File: config.mk
export PLATFORM = sky130hd
export DESIGN_NAME = lcd_pixel_pair_packer
export DESIGN_NICKNAME = d
export VERILOG_FILES = /design/src/rtl/lcd_pixel_pair_packer.sv
export SDC_FILE = /design/constraint.sdc
export NUM_CORES = 1
export LEC_CHECK = 0
export BUFFER_PORTS_ARGS = -buffer_cell sky130_fd_sc_hd__buf_4
export CORE_MARGIN = 5
export CORE_UTILIZATION = 35
export CTS_CLUSTER_SIZE = 12
export DETAILED_ROUTE_END_ITERATION = 8
export MAX_ROUTING_LAYER = met4
export PLACE_DENSITY_LB_ADDON = 0.05
export RECOVER_POWER = 25
export SYNTH_ARGS = -nofsm -noshare
export SYNTH_HDL_FRONTEND = slang
export SYNTH_SLANG_ARGS = --single-unit
export TNS_END_PERCENT = 5
File: constraint.sdc
create_clock -name clk_i -period 2.47 [get_ports clk_i]
set_input_delay 0.494 -clock clk_i [delete_from_list [all_inputs] [get_ports clk_i]]
set_output_delay 0.494 -clock clk_i [all_outputs]
set_load 0.02 [all_outputs]
File: src/rtl/lcd_pixel_pair_packer.sv
// Packs a single-lane 24-bit pixel stream into 48-bit pixel pairs for a dual-lane LVDS FIFO.
// Odd-length lines are padded with PAD_DATA and flagged; line length is measured per line.
module lcd_pixel_pair_packer #(
  parameter logic [23:0] PAD_DATA = 24'h000000,
  parameter int          LEN_W    = 12
) (
  input  logic             clk_i,
  input  logic             rst_i,
  input  logic             vs_i,
  input  logic             hs_i,
  input  logic             de_i,
  input  logic [23:0]      data_i,
  output logic             vs_o,
  output logic             hs_o,
  output logic             de_o,
  output logic [47:0]      data_o,
  output logic [LEN_W-1:0] line_len_o,
  output logic             odd_err_o
);

  typedef enum logic {EVEN, ODD} state_t;

  state_t           state, state_nxt;
  logic [23:0]      hold, hold_nxt;
  logic [47:0]      pair;
  logic             emit, pad_emit;
  logic             de_d;
  logic [LEN_W-1:0] line_cnt;
  logic             vs_rise, de_fall;

  // vs_o doubles as the previous vs_i sample; it is 0 after reset
  assign vs_rise = vs_i & ~vs_o;
  assign de_fall = ~de_i & de_d;

  always_comb begin
    state_nxt = state;
    hold_nxt  = hold;
    pair      = data_o;
    emit      = 1'b0;
    pad_emit  = 1'b0;
    if (vs_rise) begin
      // Frame start drops any held pixel; a coincident pixel starts a fresh pair
      state_nxt = EVEN;
      if (de_i) begin
        hold_nxt  = data_i;
        state_nxt = ODD;
      end
    end else begin
      case (state)
        EVEN: begin
          if (de_i) begin
            hold_nxt  = data_i;
            state_nxt = ODD;
          end
        end
        ODD: begin
          emit      = 1'b1;
          state_nxt = EVEN;
          if (de_i) begin
            pair = {data_i, hold};
          end else begin
            pair     = {PAD_DATA, hold};
            pad_emit = 1'b1;
          end
        end
        default: state_nxt = EVEN;
      endcase
    end
  end

  always_ff @(posedge clk_i) begin
    if (rst_i) begin
      state     <= EVEN;
      hold      <= '0;
      data_o    <= '0;
      de_o      <= 1'b0;
      vs_o      <= 1'b0;
      hs_o      <= 1'b0;
      de_d      <= 1'b0;
      odd_err_o <= 1'b0;
    end else begin
      state <= state_nxt;
      hold  <= hold_nxt;
      de_o  <= emit;
      vs_o  <= vs_i;
      hs_o  <= hs_i;
      de_d  <= de_i;
      if (emit) data_o <= pair;
      if (pad_emit) odd_err_o <= 1'b1;
    end
  end

  // Saturating per-line pixel counter, published when de_i drops
  always_ff @(posedge clk_i) begin
    if (rst_i) begin
      line_cnt   <= '0;
      line_len_o <= '0;
    end else if (vs_rise) begin
      line_cnt <= {{(LEN_W-1){1'b0}}, de_i};
    end else if (de_fall) begin
      line_len_o <= line_cnt;
      line_cnt   <= '0;
    end else if (de_i && (line_cnt != {LEN_W{1'b1}})) begin
      line_cnt <= line_cnt + LEN_W'(1);
    end
  end

endmodule

# Word-level counts from Yosys, hierarchy flattened

Cells that the tools add are included.

Add/sub/neg operators: 1
Eq/ne operators: 2
Multiplexer cells: 15
Bitwise gates (word level): 6
Reductions and logical operators: 5

Operator list:

| cell                                                  | number |
|---|---|
| 2-to-1 mux 24 bit                                     | 3 |
| 2-to-1 mux 48 bit                                     | 1 |
| adder 12 x 1 -> 12 bit, second input constant         | 1 |
| inequality test 12 bit, second input constant         | 1 |
| 2-to-1 mux 1 bit                                      | 10 |
| NOT 1 bit                                             | 4 |
| AND reduction 3 bit                                   | 1 |
| nonzero test 3 bit                                    | 1 |
| OR reduction 3 bit                                    | 1 |
| AND 1 bit                                             | 2 |
| inequality test 2 x 1 -> 1 bit, second input constant | 1 |
| case mux 1 bit (2 select lines)                       | 1 |
| AND reduction 2 bit                                   | 1 |
| logical AND 1 bit                                     | 1 |

Register bits after elaboration: 102
Word-level logic and storage cells: 40

# Logic depth before layout (Yosys ltp)

Gate-level depths: netlist of run 1.

Depth in word-level cells: 5
Mapped depth: 6
Gate-level depth less buffers: 5

# Worst setup path before layout of run 1

OpenSTA, ideal clock, no wires.

Path type: register to register
From: register line_cnt[0]
To: register line_cnt[8]
Setup time: 0.070 ns
Data arrival time: 1.637 ns
Data required time: 2.400 ns
Slack: 0.764 ns
Cell stages (with the launch flop): 6
Cell sequence: dfxtp_1 > ha_1 > nand4_4 > or2_1 > or4_1 > a21oi_1

Longest elaborated chain between the ends: 2
Elaborated cells between the ends (all ways): 3
Those cells by class: add/sub (1); eq/ne (1); reduce/logical (1)

RTL lines:

| element                                                                        | line | text |
|---|---|---|
| from (decl)                                                                    | 28   | `logic [LEN_W-1:0] line_cnt;` |
| from (signal assigned)                                                         | 99   | `line_cnt <= {{(LEN_W-1){1'b0}}, de_i};` |
| from (signal assigned)                                                         | 104  | `line_cnt <= line_cnt + LEN_W'(1);` |
| parallel branches: the longest is 2 deep, another holds adder 12 x 1 -> 12 bit | --   |  |

Several ways; the timed one is not identified.
A chain may end at the register's enable or synchronous reset.

# Worst setup path after layout of run 1

Same ends and word-level chain as after synthesis.

==> flow_summary.toml, run 1 <==
[status]
outcome = "finished, final reports clean"

[global_routing]
grt_pass1_wl_um = 15500
grt_start_max_net_pins = 58
antenna_found_initial = 0
first_global_vias = 3221
grt_usage_pct = 15.1
grt-ovfl-total = 0

[yosys]
ys_ff_latch = 102
ys_seq_area_share_pct = 54.8
synth_cell_types = 28
syn_inst = 468
async_reset_ff_share_pct = 0
yosys_warnings = 0
syn_area_sq_um = 3720
syn_avg_cell_area_sq_um = 7.96
ys.flop_type = "dfxtp_1"
synth_edf_count = 0
syn-num-nets = 498

[setup_path]
path_buf_inv = 0
end_kind = "flop"
r2r_cells = 5
startpoint_type = "flop"
required_ps = 2770
crit_path_start = "line_cnt[0]"
r2r_slack_ps = 570
crit_path_end = "line_cnt[8]"
r2r-end = "line_cnt[8]"
crit_path_cell_trace = "ha_1 > nand4_4 > or2_1 > or4_1 > a21oi_1"
critPathKind = "flop to flop"
cp_slowest_cell = "or4_1"
cp_max_fo = 7
critPathMaxStageDelay_ps = 480
crit_arrival_ps = 2200
cp_top_family = "simple AND/OR/NAND/NOR gates"
cp_num_cells = 5
r2r_start = "line_cnt[0]"

[power_and_ir_drop]
power_density_nw_per_um2 = 635
ir_worst_vdd_uv = 270
cellLeakagePower_uw = 0.00161

[cts]
htree_levels = 3
clk_latency_ps = 360
cts_buffers = 9
cts-root-buf = "clkbuf_8"
path_clk_slew_ps = 100
cts.repair.resized = 0
clock-sinks = 102
ctsHoldBuffers = 0
tritoncts = "yes"
cts_setup_buffers = 0
clock_path_buffers = 2

[detailed_routing]
routed-wl-met3_um = 523
drt_iter0_markers = 184
num_vias = 3286
post_drt_via_cell_ratio = 4.80
drcViolationCount = 0
wl_per_cell_um = 13.7
m1WireLength_um = 4530
met2_length_um = 4240
top_layer = "met4"
wirelength_um = 9350
dr.pass1.iters = 4
ant_nets = 0

[timing]
hold_viol = 0
fin_crit_sh_pct = 76.9
layout_min_cycle_time_ps = 1900
rsz0062_at_grt = "false"
fmax_ghz = 0.526
tns_ps = 0
finalMaxSlewViolations = 0
skew_ps = 16.4
setup_violations = 0
holdWs_ps = 356
worstMarginPinSlew_ps = 858
max-slew-margin-rel_pct = 42.8

[layout]
nFillCells = 1141
register_area_sq_um = 2040
final_cell_mix = "nand2_1 (153), dfxtp_1 (102), a21oi_1 (92)"
drive_above_1_share_pct = 14.1
final_common_cell = "nand2_1"
area_growth_pct = 22.2
multi_input_area_sq_um = 1560
num_antenna_cells = 0
fin_nets = 575

[die]
ios = 93
rows = 37
die-height_um = 113
core-area_sq_um = 10400
die_area_sq_um = 12800
floorplan.initialDensity_pct = 35.9
die_x_um = 113

[placement]
dp_hpwl_um = 6160
port-buffer-count = 92
place_congestion = 0.824

[hold_path]
min_path_cells = 2
hold_path_class = "primary input to flop"

[run]
max_cap_violations = 0
## stage by stage
step	std cells	setup slack [ps]	instance area (sq um)	power [uW]	util [%]
detailed placement	670	430	4540	2020	43.8
finish	684	570	4550	2890	43.9
global route	684	455	4550	3050	43.9
CTS	684	584	4700	2950	45.3
global placement	670	476	4540	2010	43.8
floorplan	468	764	3720	1900	-
## power by group
part           switching (uW)  internal [uW]  total (uW)
registers                25.7           1690        1710
logic                     159           89.5         249
clock network             571            358         928
total                     756           2140        2890
## worst min-delay path by stage
stage | from | endpoint | slack [ps]
4_1_cts | hs_i | hs_o | 340
5_1_grt | hs_i | hs_o | 320
6_report | hs_i | hs_o | 360
3_5_place_dp | hold[20] | data_o[20] | 440
2_1_floorplan | hold[0] | data_o[0] | 430
3_3_place_gp | hold[12] | data_o[12] | 440
## layout make-up
cell class	instances	share of cell area, %
clock buffer	9	2.72
clock inverter	5	0.797
inverter	3	0.247
multi-input combinational	332	34.3
sequential	102	44.9
tap	136	3.74
timing repair buffer	97	13.3
## worst reg2reg max path, stage by stage, from the launching register on
cell and delay, ps:
dfxtp_1 460, ha_1 290, nand4_4 170, or2_1 310
or4_1 480, a21oi_1 140
## state kept, by name (all words and copies together) (netlist names)
register,cells
data_o,48
line_cnt,12
vs_o,1
odd_err_o,1
de_d,1
hs_o,1
hold,24
line_len_o,12
state,1
de_o,1
## per-layer routing
metal  global-route usage [%]  up-vias
met5                        -        -
met1                     19.2     1496
met3                     4.22        5
met2                     23.6       69
li1                         -     1716
met4                     4.17        0
## kinds of logic (layout without fill, tap and decap cells)
logic type                 count (synthesis)  count (layout)  synth area share [%]
and+or+nand+nor                          224             224                  26.0
AOI/OAI and AO/OA                        107             107                  15.4
DFF                                      102             102                  54.8
buffers and inverters                     34             114                  3.46
adders and majority gates                  1               1                 0.336
## cell usage after synthesis (2+ instances only)
master / count / area share [%]
nor3_1: 9 / 1.2
and2_1: 2 / 0.34
nand3_1: 30 / 4.0
buf_1: 2 / 0.20
clkbuf_1: 28 / 2.8
inv_1: 3 / 0.30
o21ai_0: 5 / 0.67
a31oi_1: 3 / 0.50
o31ai_1: 2 / 0.40
nor2b_1: 5 / 0.84
nand2_1: 154 / 16
or4_1: 2 / 0.40
a211oi_1: 2 / 0.40
nor2_1: 8 / 0.81
or2_1: 2 / 0.34
a21oi_1: 93 / 12
dfxtp_1: 102 / 55
or3_1: 6 / 1.0
Note: power is estimated with default switching activity, not from simulation.
==> inputs of run 2 (changes only) <==
- clock period: 2.47 -> 1.8 ns (I/O delays scaled with it)
==> run 2 against run 1 <==
Sequential power increased by 37%. Count of clock-buffer cells in the layout increased by 2. Routed wire length increased by 1.7%. Setup slack got worse by 480 ps. Register-to-register slack got worse by 480 ps. Via count increased by 0.15%. Hold slack got worse by 130 ps. Non-clock buffer count increased by 12. Critical path depth unchanged. Cell area increased by 3.0%.
==> flow_summary.toml, run 2 (synthesis gave the netlist of run 1 again) <==
[status]
outcome = "finished, final reports clean"

[global_routing]
grt_usage_pct = 15.5
grt-ovfl-total = 0
antenna_found_initial = 0
first_global_vias = 3199
grt_start_max_net_pins = 92
grt_pass1_wl_um = 15900

[power_and_ir_drop]
internal-power_uw = 3020
p_sw_uw = 1060
swShare_pct = 26.0
cellLeakagePower_uw = 0.00170
pwr-share-clk_pct = 33.3
power_frac_comb_pct = 9.1
ir_worst_vdd_uv = 428
pwr-share-seq_pct = 57.6
power_density_nw_per_um2 = 870

[setup_path]
r2r_start = "line_cnt[0]"
r2r_cells = 5
required_ps = 2090
crit_arrival_ps = 2000
critPathKind = "flop to flop"
cp_max_fo = 4
crit_path_end = "line_cnt[8]"
end_kind = "flop"
r2r-end = "line_cnt[8]"
crit_path_start = "line_cnt[0]"
startpoint_type = "flop"
r2r_slack_ps = 90

[detailed_routing]
dr.pass1.iters = 4
drt_iter0_markers = 153
drcViolationCount = 0
num_vias = 3291
post_drt_via_cell_ratio = 4.71
wirelength_um = 9510
wl_per_cell_um = 13.6
ant_nets = 0

[layout]
register_area_sq_um = 2040
final_cell_area_sq_um = 4690
fin_nets = 587
reg_top3 = "data_o: 48 flops, hold: 24 flops"
area_growth_pct = 25.9
nFillCells = 1138
max_flop_register = "data_o"
final_util_pct = 45.2
largest_reg_flops = 48
final_cell_mix = "nand2_1 (153), dfxtp_1 (102), a21oi_1 (92)"
drive_above_1_share_pct = 16.0
final_common_cell = "nand2_1"
num_antenna_cells = 0
multi_input_area_sq_um = 1560

[timing]
hold_viol = 0
setup_violations = 0
rsz0062_at_grt = "false"
finalMaxSlewViolations = 0
fin_crit_sh_pct = 94.8
worstMarginPinSlew_ps = 1040
layout_min_cycle_time_ps = 1710
fmax_ghz = 0.586
max-slew-margin-rel_pct = 30.9
tns_ps = 0
skew_ps = 13.3
holdWs_ps = 228

[die]
ios = 93
die_x_um = 113
die_area_sq_um = 12800
core-area_sq_um = 10400
floorplan.initialDensity_pct = 35.9
rows = 37
die-height_um = 113

[cts]
path_clk_slew_ps = 100
cts.repair.resized = 0
htree_levels = 3
cts_buffers = 9
cts_setup_buffers = 0
clk_latency_ps = 350
clock-sinks = 102
tritoncts = "yes"
ctsHoldBuffers = 0
cts-root-buf = "clkbuf_8"
clock_path_buffers = 2

[placement]
placed_area_sq_um = 4660
dp_hpwl_um = 6460
place_congestion = 0.823
port-buffer-count = 92

[run]
max_cap_violations = 0

[hold_path]
hold_path_class = "primary input to flop"
hp-start = "hs_i"
-- run 2: changes by cell type in the layout (fill, tap and decap cells not counted), sizes merged --
| cell | previous run | this run |
|---|---|---|
| buf | 58 | 69 |
| clkbuf | 48 | 51 |
| clkinvlp | 3 | 0 |
| inv | 4 | 6 |
| clkinv | 1 | 2 |
-- run 2: power by group through the flow --
stage	registers [uW]	clock network [uW]	logic (uW)
floorplan	2430	0	172
global placement	2400	0	392
detailed placement	2400	0	394
CTS	2350	1420	395
global route	2360	1510	417
finish	2350	1360	373
-- run 2: worst min-delay path by stage --
stage                            end  depth (start not counted)  slack, ps
after floorplan            data_o[0]                          2        430
after global placement    data_o[18]                          2        440
after detailed placement  data_o[16]                          2        440
after CTS                       hs_o                          2        210
after global routing            vs_o                          2        220
final                           hs_o                          2        230
-- run 2: stage by stage --
step | instances | total power, uW | setup slack, ps
6_report | 698 | 4080 | 92.8
5_1_grt | 698 | 4290 | 3.54
4_1_cts | 697 | 4170 | 89.5
3_5_place_dp | 681 | 2800 | 127
3_3_place_gp | 681 | 2790 | 150
2_1_floorplan | 468 | 2600 | 93.6
-- run 2: per-layer routing --
metal | global-route usage (%) | part of all wire, %
met3 | 4.01 | 5.3
met1 | 20.1 | 48
met5 | - | 0
met4 | 4.57 | 1.2
met2 | 23.9 | 45
-- run 2: layout make-up --
type                    count  area share [%]
flip-flops and latches    102            43.6
multi-input cells         332            33.3
repair buffers            109            15.4
well taps                 136            3.63
clock buffers              11            3.02
clock inverters             5           0.854
inverters                   3           0.240
-- run 2: critical path, stage by stage, from the launching register on --
cell     delay (ps)
dfxtp_1         350
ha_1            250
nand4_4         150
or2_1           290
or4_1           480
a21oi_1         150
==> inputs of run 3 (changes only) <==
- CELL_PAD_IN_SITES_DETAIL_PLACEMENT: unset -> 1
- CELL_PAD_IN_SITES_GLOBAL_PLACEMENT: unset -> 1
==> run 3 against run 2 <==
Cell area fell by 0.37%. Largest power group unchanged. Sequential share of layout area rose by 0.16 points. Fmax fell by 0.53%. Final cell count fell by 0.14%. Flip-flop and latch count did not move. Non-clock buffer count rose by 1. Combinational power fell by 3%. Critical path type unchanged. Sequential power barely moved. Critical path depth did not move.
==> flow_summary.toml, run 3 (synthesis gave the netlist of run 1 again) <==
[setup_path]
end_kind = "flop"
r2r_cells = 5
required_ps = 2060
r2r_slack_ps = 80
critPathKind = "flop to flop"
crit_arrival_ps = 1980
startpoint_type = "flop"
r2r-end = "line_cnt[0]"
r2r_start = "line_cnt[0]"
cp_max_fo = 4

[placement]
dp_hpwl_um = 7260
port-buffer-count = 92
placed_cells = 682
place_congestion = 0.894
post-place-ws_ps = 128

[timing]
tns_ps = 0
layout_min_cycle_time_ps = 1720
finalMaxSlewViolations = 0
max-slew-margin-rel_pct = 35.8
fmax_ghz = 0.583
hold_viol = 0
rsz0062_at_grt = "false"
setup_violations = 0
setup_slack_ps = 83.8
skew_ps = 11.3
fin_crit_sh_pct = 95.3
worstMarginPinSlew_ps = 963

[power_and_ir_drop]
pwr-share-seq_pct = 56.3
power_frac_comb_pct = 8.7
internal-power_uw = 3160
cellLeakagePower_uw = 0.00170
p_sw_uw = 1020
pwr-share-clk_pct = 35.1
ir_worst_vdd_uv = 329
power_density_nw_per_um2 = 894
swShare_pct = 24.4

[global_routing]
grt_start_max_net_pins = 50
first_global_vias = 3561
grt-ovfl-total = 0
grt_pass1_wl_um = 17500
grt_usage_pct = 17.1
antenna_found_initial = 0

[layout]
drive_above_1_share_pct = 16.2
final_common_cell = "nand2_1"
num_antenna_cells = 0
stdcell_count = 697
nFillCells = 1314
final_cell_mix = "nand2_1 (153), dfxtp_1 (102), a21oi_1 (92)"
fin_nets = 588
final_util_pct = 45.0
multi_input_area_sq_um = 1560
largest_reg_flops = 48
reg_top3 = "data_o: 48 flops, hold: 24 flops"
register_area_sq_um = 2040
max_flop_register = "data_o"
area_growth_pct = 25.4

[detailed_routing]
wirelength_um = 10400
num_vias = 3477
dr.pass1.iters = 4
met2_length_um = 5070
drt_iter0_markers = 127
wl_per_cell_um = 14.9
top_layer = "met4"
ant_nets = 0
routed-wl-met3_um = 606
drcViolationCount = 0
m1WireLength_um = 4650
post_drt_via_cell_ratio = 4.99

[hold_path]
min_path_cells = 2
min_to = "hs_o"
hold_path_class = "primary input to flop"
hp-start = "hs_i"

[cts]
clock_path_buffers = 2
path_clk_slew_ps = 90
htree_levels = 3
tritoncts = "yes"
clock-sinks = 102
cts-root-buf = "clkbuf_8"
clk_latency_ps = 360
cts_buffers = 9

[run]
max_cap_violations = 0

[die]
core-area_sq_um = 10400
ios = 93
die-height_um = 113
rows = 37
floorplan.initialDensity_pct = 35.9
die_x_um = 113
die_area_sq_um = 12800

[status]
outcome = "finished, final reports clean"
-- run 3: final cells by class --
type,instances,area share (%)
inverter,3,0.241
timing repair buffer,110,14.8
multi-input combinational,332,33.4
clock inverter,3,0.938
clock buffer,11,3.24
tap,136,3.64
sequential,102,43.7
-- run 3: power by group through the flow --
stage | Combinational, uW | Clock (uW) | Sequential [uW]
final | 363 | 1460 | 2350
after global routing | 406 | 1610 | 2360
after floorplan | 172 | 0 | 2430
after detailed placement | 386 | 0 | 2400
after CTS | 387 | 1510 | 2350
after global placement | 380 | 0 | 2400
-- run 3: layer usage --
layer | vias up | global-route usage, %
met5 | - | -
met4 | 0 | 5.53
met3 | 8 | 4.39
met2 | 66 | 28.2
met1 | 1667 | 20.5
li1 | 1736 | -
-- run 3: worst max path at each step --
stage / from / endpoint / slack [ps] / cells after the start
after global routing: line_cnt[1] / line_cnt[0] / 20 / 5
after floorplan: line_cnt[0] / line_cnt[8] / 90 / 5
after detailed placement: line_cnt[0] / line_cnt[8] / 130 / 5
after CTS: line_cnt[0] / line_cnt[8] / 100 / 5
final: line_cnt[0] / line_cnt[0] / 80 / 5
after global placement: line_cnt[0] / line_cnt[8] / 160 / 5
-- run 3: repair_timing --
action,CTS,global route
gates resized for setup,0,0
endpoints found under the setup margin,0,1
buffers inserted,0,1
hold buffers,0,0
-- run 3: critical path, stage by stage (launching register included) --
cell and delay, ps:
dfxtp_1 350, ha_1 250, nand4_4 140, or2_1 290
or3_1 410, a31oi_1 190
-- run 3: metrics by stage --
stage	power, uW	hold slack [ps]	area (sq um)
floorplan	2600	432	3720
global placement	2780	436	4630
detailed placement	2790	447	4630
CTS	4250	193	4820
global route	4380	209	4670
finish	4180	217	4670
